## config.mk

```make
export PLATFORM = sky130hd
export DESIGN_NAME = updown_counter_flat
export DESIGN_NICKNAME = d
export VERILOG_FILES = /design/src/rtl/updown_counter_if.sv /design/src/rtl/updown_counter.sv /design/src/flat_wrapper.sv
export SDC_FILE = /design/constraint.sdc
export NUM_CORES = 1
export LEC_CHECK = 0
export BUFFER_PORTS_ARGS = -buffer_cell sky130_fd_sc_hd__buf_2
export CAP_MARGIN = 10
export CORE_AREA = 3 3 40 42
export CTS_CLUSTER_SIZE = 24
export DETAILED_ROUTE_END_ITERATION = 10
export DIE_AREA = 0 0 43 45
export PLACE_DENSITY = 0.62
export SLEW_MARGIN = 20
export SYNTH_ARGS = -nofsm -noshare
export SYNTH_HDL_FRONTEND = slang
export SYNTH_SLANG_ARGS = --single-unit
```

## constraint.sdc

```tcl
create_clock -name clk -period 1.55 [get_ports clk]
set_clock_uncertainty 0.1 [all_clocks]
set_input_delay 0.0775 -clock clk [delete_from_list [all_inputs] [get_ports clk]]
set_output_delay 0.0775 -clock clk [all_outputs]
set_load 0.02 [all_outputs]
```

## src/rtl/updown_counter_if.sv

```systemverilog
// rtl/updown_counter_if.sv - control/status bundle for one updown_counter stage
interface updown_counter_if #(
    parameter int WIDTH = 4
);
    logic             en;
    logic             up;
    logic             load;
    logic [WIDTH-1:0] load_val;
    logic             clr_ovf;
    logic [WIDTH-1:0] out;
    logic             tc;
    logic             ovf;

    // driver side: whoever steers the counter and observes its status
    modport master (
        output en, up, load, load_val, clr_ovf,
        input  out, tc, ovf
    );

    // counter side
    modport slave (
        input  en, up, load, load_val, clr_ovf,
        output out, tc, ovf
    );
endinterface

```

## src/rtl/updown_counter.sv

```systemverilog
// rtl/updown_counter.sv - parametrised synchronous up/down modulo counter with load, tc and sticky wrap flag
module updown_counter #(
    parameter int              WIDTH      = 4,
    parameter longint unsigned MODULO     = 16,
    parameter bit              INVERT_OUT = 1'b0
) (
    input  logic               clk,
    input  logic               rst,
    updown_counter_if.slave    bus
);
    // largest legal count; equals all-ones when MODULO is a full power of two,
    // which makes both the wrap compare and the load clamp degenerate naturally
    localparam logic [WIDTH-1:0] L_MAX = WIDTH'(MODULO - 1);

    logic [WIDTH-1:0] r_cnt;
    logic             r_ovf;

    logic             w_at_max;
    logic             w_at_zero;
    logic             w_wrap;
    logic [WIDTH-1:0] w_load_clamped;
    logic [WIDTH-1:0] w_step;

    // terminal-count decode and next-step value, shared by tc, ovf and the count register
    always_comb begin
        w_at_max       = (r_cnt == L_MAX);
        w_at_zero      = (r_cnt == '0);
        w_wrap         = bus.en & (bus.up ? w_at_max : w_at_zero) & ~bus.load & ~rst;
        w_load_clamped = (bus.load_val > L_MAX) ? L_MAX : bus.load_val;
        if (bus.up) begin
            w_step = w_at_max ? '0 : r_cnt + WIDTH'(1);
        end else begin
            w_step = w_at_zero ? L_MAX : r_cnt - WIDTH'(1);
        end
    end

    // count register: reset beats load, load beats step, otherwise hold
    always_ff @(posedge clk) begin
        if (rst) begin
            r_cnt <= '0;
        end else if (bus.load) begin
            r_cnt <= w_load_clamped;
        end else if (bus.en) begin
            r_cnt <= w_step;
        end
    end

    // sticky wrap flag: a wrap on the same edge as a clear keeps the flag set
    always_ff @(posedge clk) begin
        if (rst) begin
            r_ovf <= 1'b0;
        end else if (w_wrap) begin
            r_ovf <= 1'b1;
        end else if (bus.clr_ovf) begin
            r_ovf <= 1'b0;
        end
    end

    assign bus.out = INVERT_OUT ? ~r_cnt : r_cnt;
    assign bus.tc  = w_wrap;
    assign bus.ovf = r_ovf;
endmodule

```

## src/flat_wrapper.sv

```systemverilog
// flat-port wrapper written by rule: the top's interface ports become plain ports
module updown_counter_flat 
#(
    parameter int              WIDTH      = 4,
    parameter longint unsigned MODULO     = 16,
    parameter bit              INVERT_OUT = 1'b0
)
  (clk, rst, bus_en, bus_up, bus_load, bus_load_val, bus_clr_ovf, bus_out, bus_tc, bus_ovf);
  updown_counter_if #(.WIDTH(WIDTH)) bus_i ();
  input  logic clk;
  input  logic rst;
  input wire logic [$bits(bus_i.en)-1:0] bus_en;
  input wire logic [$bits(bus_i.up)-1:0] bus_up;
  input wire logic [$bits(bus_i.load)-1:0] bus_load;
  input wire logic [$bits(bus_i.load_val)-1:0] bus_load_val;
  input wire logic [$bits(bus_i.clr_ovf)-1:0] bus_clr_ovf;
  output wire logic [$bits(bus_i.out)-1:0] bus_out;
  output wire logic [$bits(bus_i.tc)-1:0] bus_tc;
  output wire logic [$bits(bus_i.ovf)-1:0] bus_ovf;
  assign bus_i.en = bus_en;
  assign bus_i.up = bus_up;
  assign bus_i.load = bus_load;
  assign bus_i.load_val = bus_load_val;
  assign bus_i.clr_ovf = bus_clr_ovf;
  assign bus_out = bus_i.out;
  assign bus_tc = bus_i.tc;
  assign bus_ovf = bus_i.ovf;
  updown_counter #(.WIDTH(WIDTH), .MODULO(MODULO), .INVERT_OUT(INVERT_OUT)) u_core (.clk(clk), .rst(rst), .bus(bus_i));
endmodule
```

* Yosys cells after proc, flatten, opt, wreduce, memory -nomap -nowiden *
Index checks and enable logic that the tools add are counted.

storage, ports and cells
  output and inout bits = 6
  flip-flop bits (word level) = 5
  logic and storage cells = 23
  input bits = 10

operators by class
  reductions and logical operators = 3
  add/sub/neg operators = 2
  eq/ne operators = 1
  $lt $le $gt $ge = 1
  multiplexer cells = 9
  bitwise operators = 5

operators by type and width
  kind                                                                 number
  4-bit 2-to-1 mux                                                     6
  4-bit by 1-bit adder with 4-bit output (second input constant)       1
  4-bit == test (second input constant)                                1
  4-bit greater-than comparator (second input constant)                1
  4-bit zero test                                                      1
  2-bit nonzero test                                                   2
  4-bit by 1-bit subtractor with 4-bit output (second input constant)  1
  1-bit bitwise AND                                                    3
  1-bit 2-to-1 mux                                                     3
  1-bit NOT                                                            2

* Depth between registers and ports, before layout *
Gate-level depths: netlist (run 1).

  depth after elaboration = 6
  gate-level depth with buffers = 6
  mapped depth without buffers = 6

* Worst setup path after synthesis (run 1) *
OpenSTA, ideal clock, no wires.

  kind = register -> register
  start point = reg u_core.r_cnt[0], in the netlist u_core.bus.out[0]
  end point = reg u_core.r_cnt[3], in the netlist u_core.bus.out[3]
  setup time = 125 ps
  data arrival time = 1507 ps
  clock period less this slack = 1732 ps
  required time = 1325 ps
  setup slack = -182 ps
  cell stages (with the launch flop) = 7
  buffers on the path = 0
  cells stage by stage = dfxtp_1 -> inv_1 -> ha_1 -> nor4b_2 -> a311o_1 -> a21oi_1 -> a211oi_2

on the way
  word-level cells in the longest chain between the ends = 5
  elaborated cells on any way between the ends = 9
  classes of those cells = 2 x add/sub; 1 x eq/ne; 5 x mux; 1 x reduce/logical

ends and longest elaborated chain
  element                                                                    line                                        source
  from (decl)                                                                updown_counter.sv:15                        logic [WIDTH-1:0] r_cnt;
  from (signal assigned)                                                     updown_counter.sv:42                        r_cnt <= w_load_clamped;
  from (signal assigned)                                                     updown_counter.sv:44                        r_cnt <= w_step;
  4-bit by 1-bit subtractor with 4-bit output, or another cell as far along  updown_counter.sv:33                        w_step = w_at_zero ? L_MAX : r_cnt - WIDTH'(1);
  4-bit 2-to-1 mux (on tied branches)                                        updown_counter.sv:33, updown_counter.sv:31
  4-bit 2-to-1 mux *                                                         updown_counter.sv:30                        if (bus.up) begin
  4-bit 2-to-1 mux *                                                         updown_counter.sv:43                        end else if (bus.en) begin
  4-bit 2-to-1 mux *                                                         updown_counter.sv:41                        end else if (bus.load) begin

Every way passes the cells marked *; elsewhere a longest branch is shown, timed or not. The select of a mux whose other input is x is not followed.
A chain may end at the register's enable or synchronous reset.

* Worst setup path after layout (run 1) *
  start point = reg u_core.r_cnt[1], in the netlist u_core.bus.out[1]
  end point = out bus_tc

on the way
  word-level cells in the longest chain between the ends = 5
  elaborated cells on any way between the ends = 6
  classes of those cells = 1 x eq/ne; 1 x mux; 3 x bitwise; 1 x reduce/logical

ends and longest elaborated chain
  element                                                  line                                        source
  4-bit == test / 4-bit zero test (equally long branches)  updown_counter.sv:26, updown_counter.sv:27
  1-bit 2-to-1 mux *                                       updown_counter.sv:28                        w_wrap = bus.en & (bus.up ? w_at_max : w_at_zero) & ~bus.load & ~rst;
  1-bit bitwise AND * (3 in a row)                         updown_counter.sv:28
  to (decl)                                                flat_wrapper.sv:18                          output wire logic [$bits(bus_i.tc)-1:0] bus_tc;

Every way passes the cells marked *; elsewhere a longest branch is shown, timed or not.

==> results.md, run 1 <==
- Status: complete, but fails checks
- Failing checks: setup timing
- Register area: 111 sq um
- Vias in the first global route: 433
- Post-Syn Instances: 51
- Comb power frac: 35.6%
- P_sw: around 0.15 mW
- Max Slew Vio Count: 0
- Total track usage: a little over an eighth
- Starting Density: 30.3%
- Final Worst Setup Slack: -55.5 ps
- Worst-path fanout max: 4
- Layout cells sized above 1: 53.8%
- Hold WC Path Type: in2reg
- Synth cell types: 24
- Sequential Power Share: 32.9%
- Clock Latency Late Sink: 240 ps
- Crit. End Element: output port
- Avg WL per Cell: 12.6 um
- CTS sink count: 5
- H-tree levels: 1
- CTS root buf: clkbuf_4
- Core area: 1280 sq um
- Most common cell after layout, fill and taps aside: buf_2
- Post-DRT Antenna Nets: 0
- Area grow syn2layout: 68.5%
- Vias/cell: between 4 and 5
- TritonCTS clock tree: done
- Die ar.: 1940 sq um
- CP Cell Sequence: inv_4, ha_4, nor4b_4, o21ai_2, nor2_1, buf_4
- Unrepaired setup endpoints after global routing: yes
- Tcrit/Tclk final: 104%
- Final Hold Vio Count: 0
- FF+latch count, synth: 5
- Routed wire length: roughly 1.2 mm
- Final Wtd Congestion: 0.762
- DP HPWL: just under 800 um
- Clk buf depth: 2
- Fin crit period: 1610 ps
- Final setup viols: 2
- Total negative slack: -84.5 ps
- Fillers: around 130
- Area of the multi-input gates: around 300 sq um
- IR Drop Worst-Case VDD: approximately 0.38 mV
- Crit Path Category: reg2out
- Post-synthesis sequential area ratio: 25.7%
- Power Density: 724 nW/um^2
- DRC Markers: 0
- Mapped cell area: 389 sq um
- WP data required: 1370 ps
- Worst slew margin: 79.0%
- Port buffer count: 15
- Yosys synthesis warning count: 0
- Ports: 16
- Layout Nets: 93
- Critical Path AT: between 1000 and 1500 ps
- Max-Cap Viols: 0
- Startpoint types: flop
- Congestion Overflow GR: 0
- Slew at the pin closest to its max-slew limit: around 310 ps
- Vias: 462
- CTS Buf Count: 3
- Clk network pwr share: between 30% and 40%
- Die W: 43 um
- Largest cells by area after synthesis: dfxtp_1 (26%), a21oi_1 (7.7%), ha_1 (6.4%)
- Internal power: 0.325 mW
- Sw frac: 31.5%
- Largest net degree at the start of global routing: 11
- P_leak: 0.286 nW
- Final core occ: 51.0%
- F_max: 623 MHz
- Syn Area/Cell: 7.63 sq um
- Iter 0 DRT Violations: 1
- Synth area leader: dfxtp_1
- Row count: 13
- Die height: 45 um
- Pre-antenna DRT Iters: 3
- Post-synth top area share: 25.7%
- Global-route wire length before repair: 1.90 mm
- Worst path slowest cell: dfxtp_4
- N_diodes: 0
- Initial antenna violation count: 0
- Most frequent cells in the layout: buf_2 (14), buf_4 (11), nor2_1 (5)
- Max incr delay on CP: 360 ps
- Mapped Nets: between 60 and 70
- Reg clk slew, reported paths: 40 ps
==> power groups by stage <==
stage               sequential [mW]  clock [mW]  combinational [mW]
floorplan                     0.166           0              0.0692
global placement              0.155           0               0.126
detailed placement            0.157           0               0.128
CTS                           0.156       0.159               0.159
global route                  0.159       0.168               0.183
finish                        0.156       0.149               0.169
==> repair_timing <==
item,in CTS,in global routing
resized for setup,12,4
endpoints found under the setup margin,3,4
pin swaps,3,1
setup buffers,5,2
hold buffers,2,0
endpoints found under the hold margin,4,0
==> registers in the layout, summed over array words and instances, names as in the netlist <==
name	flops
u_core.bus.ovf	1
u_core.bus.out	4
==> layer usage <==
metal | track usage, % | part of all wire (%) | vias up
met4 | 8.43 | 1.7 | 0
li1 | - | - | 237
met3 | 3.98 | 4.3 | 2
met1 | 15.9 | 43 | 212
met5 | 0 | 0 | -
met2 | 21.6 | 51 | 11
==> kinds of logic (layout without fill, tap and decap cells) <==
family | count (synthesis) | count (layout) | share of synthesized area (%)
fa+ha+maj | 2 | 2 | 6.43
mux | 2 | 2 | 5.47
compound gates | 16 | 16 | 25.1
simple gates | 18 | 18 | 26.0
flops | 5 | 5 | 25.7
buf+inv | 6 | 35 | 6.75
xor+xnor | 2 | 2 | 4.50
==> final timing paths <==
check | start | end | slack, ps | cells past startpoint
worst max-delay path | u_core.bus.out[1] | bus_tc | -60 | 6
worst max register to register | u_core.bus.out[1] | u_core.bus.out[0] | -30 | 6
worst min register to register | u_core.bus.ovf | u_core.bus.ovf | 370 | 2
worst min-delay path | rst | u_core.bus.out[2] | 5 | 3
==> final cells by class <==
class,instances,area share [%]
Inverter,4,3.05
Sequential cell,5,17.0
Multi-Input combinational cell,40,46.8
Clock buffer,4,4.01
Tap cell,15,2.86
Timing Repair Buffer,27,26.3
==> through the flow <==
step | setup WS (ps) | cell area, sq um | hold slack, ps | std cells | power, mW
2_1_floorplan | 5.73 | 400 | 36.9 | 51 | 0.235
3_5_place_dp | -87.2 | 513 | 232 | 83 | 0.285
6_report | -55.5 | 656 | 5.18 | 95 | 0.474
3_3_place_gp | 17.1 | 513 | 223 | 83 | 0.281
4_1_cts | -19.5 | 634 | 1.37 | 94 | 0.474
5_1_grt | -125 | 656 | 17.6 | 95 | 0.510
==> cells in the mapped netlist (all sizes together) <==
master and number:
a21oi 6, nor2 6, o21ai 6, dfxtp 5, inv 4, nand2 4
ha 2, nor2b 2, xnor2 2, a211oi 1, a22oi 1, a311o 1
buf 1, clkbuf 1, mux2 1, mux2i 1, nand2b 1, nand4b 1
nor3 1, nor4b 1, o21a 1, or3b 1, or4 1
==> worst max-delay path, delay by kind of cell (launching register included) <==
family	cells	cell delay, ps
AND/OR/NAND/NOR	2	390
flip-flops	1	360
buffers and inverters	2	200
adder cells (fa/ha/maj)	1	130
AO/OA/AOI/OAI	1	110
Note: power is estimated with default switching activity, not from simulation.
==> inputs of run 2 (changes only) <==
- CTS_BUF_LIST: unset -> sky130_fd_sc_hd__clkbuf_4
- SKIP_CTS_REPAIR_TIMING: unset -> 1
==> results.md, run 2 (same netlist as run 1, synthesis figures left out) <==
- Fin crit period: 1600 ps (-6.50 ps)
- Post-DRT Antenna Nets: 0 (unchanged)
- Final core occ: 50.7% (-0.29 points)
- Placed cell area: 513 sq um (unchanged)
- Max incr delay on CP: 350 ps (about the same)
- H-tree levels: 1 (unchanged)
- CTS root buf: clkbuf_4
- Max Slew Vio Count: 0 (unchanged)
- Reg clk slew, reported paths: 40 ps (about the same)
- Fillers: 133 (unchanged)
- Register area: 113 sq um (+1.1%)
- Area grow syn2layout: 67.5%
- Status: complete, but fails checks
- Congestion Overflow GR: 0 (unchanged)
- Vias in the first global route: 354 (-18%)
- Global-route wire length before repair: 1.54 mm (-19%)
- Die W: 43 um (unchanged)
- Largest net degree at the start of global routing: 11 (unchanged)
- Max FFs per register: 4 (unchanged)
- N_diodes: 0 (unchanged)
- Worst slew margin: 79.1% (+0.18 points)
- Starting Density: 30.3% (unchanged)
- Unrepaired setup endpoints after global routing: yes
- CTS Buf Count: 3 (unchanged)
- Power Density: 754 nW/um^2 (+4.2%)
- Final Worst Setup Slack: -49.0 ps (+6.50 ps)
- Total track usage: 11.1% (-2.4 points)
- TritonCTS clock tree: done
- Crit. Startpoint: u_core.bus.out[1]
- Core area: 1280 sq um (unchanged)
- Die ar.: 1940 sq um (unchanged)
- Routed wire length: 1.20 mm (+0.33%)
- IR Drop Worst-Case VDD: 0.377 mV (about the same)
- Vias/cell: 4.88 (+0.41%)
- Design area: 652 sq um (-0.57%)
- Die height: 45 um (unchanged)
- Iter 0 DRT Violations: 12 (+11)
- Port buffer count: 15 (unchanged)
- Hold WC Path Type: in2reg
- DP HPWL: 789 um (unchanged)
- Startpoint types: flop
- Final Hold Vio Count: 0 (unchanged)
- Layout Nets: 92 (-1.1%)
- P_leak: 0.285 nW (-0.53%)
- CTS sink count: 5 (unchanged)
- F_max: 625 MHz (+0.41%)
- Tcrit/Tclk final: 103% (-0.42 points)
- Crit Path Category: reg2out
- DRC Markers: 0 (unchanged)
- Pre-antenna DRT Iters: 4 (+1)
- Final setup viols: 2 (unchanged)
- Failing checks: setup timing
- Worst-path fanout max: 3 (-1)
- Initial antenna violation count: 0 (unchanged)
- Clock Latency Late Sink: 240 ps (about the same)
- Layout cells sized above 1: 55.7% (+1.9 points)
- Crit path max-delay family: simple AND/OR/NAND/NOR gates
- R2r setup slk: -30 ps (about the same)
- Worst path slowest cell: dfxtp_4
- WP data required: 1370 ps (about the same)
- Ports: 16 (unchanged)
- Vias: 459 (-0.65%)
- Max-Cap Viols: 0 (unchanged)
- Clk buf depth: 2 (unchanged)
- RR Startpoint: u_core.bus.out[1]
- Most frequent cells in the layout: buf_2 (14), buf_4 (10), nor2_1 (5), a21oi_1 (5)
- Final Wtd Congestion: 0.762 (unchanged)
- Slew at the pin closest to its max-slew limit: 312 ps (-2.63 ps)
- Worst min-delay path startpoint: bus_clr_ovf
- Critical Path AT: 1420 ps (about the same)
- Row count: 13 (unchanged)
- Area of the multi-input gates: 305 sq um (-0.41%)
- Avg WL per Cell: 12.8 um (+1.4%)
- Crit. End Element: output port
- CP Cell Sequence: inv_4, ha_4, nor4b_4, o21ai_2, nor2_1, buf_4
- Crit path buf inv count: 2 (unchanged)
- Most common cell after layout, fill and taps aside: buf_2
## run 2: per-layer routing
layer / GRT usage (%) / part of all wire [%] / vias up
li1: - / - / 242
met1: 13.9 / 42 / 198
met2: 16.2 / 50 / 15
met3: 3.59 / 5.5 / 4
met4: 7.23 / 2.9 / 0
met5: 0 / 0 / -
## run 2: worst min-delay path: cells and delay by family
kind,cells,cell delay (ps)
AO/OA/AOI/OAI,1,60
buffers and inverters,1,70
AND/OR/NAND/NOR,1,80
## run 2: through the flow
stage / cells / worst slack (ps) / setup TNS (ps) / hold slack, ps / total power, mW
after floorplan: 51 / 5.73 / 0 / 36.9 / 0.235
after CTS: 87 / -231 / -351 / -30.3 / 0.462
final: 94 / -49.0 / -80.9 / 2.01 / 0.492
after detailed placement: 83 / -87.2 / -90.6 / 232 / 0.285
after global placement: 83 / 17.1 / 0 / 223 / 0.281
after global routing: 94 / -111 / -183 / 27.3 / 0.526
## run 2: where the power goes
part           internal [mW]  switching (mW)  total (mW)
registers              0.139          0.0170       0.156
logic                 0.0885          0.0792       0.168
clock network          0.115          0.0533       0.168
total                  0.342           0.150       0.492
## run 2: area by class of cell
type	count	area share (%)
clock buffer	4	4.61
inverter	4	3.07
sequential	5	17.3
tap	15	2.88
multi-input combinational	40	46.8
timing repair buffer	26	25.3
## run 2: path summary, 6_finish.rpt
check / cells past startpoint / end
max: 6 / bus_tc
min: 3 / u_core.bus.ovf
max reg2reg: 6 / u_core.bus.out[0]
min reg2reg: 2 / u_core.bus.ovf
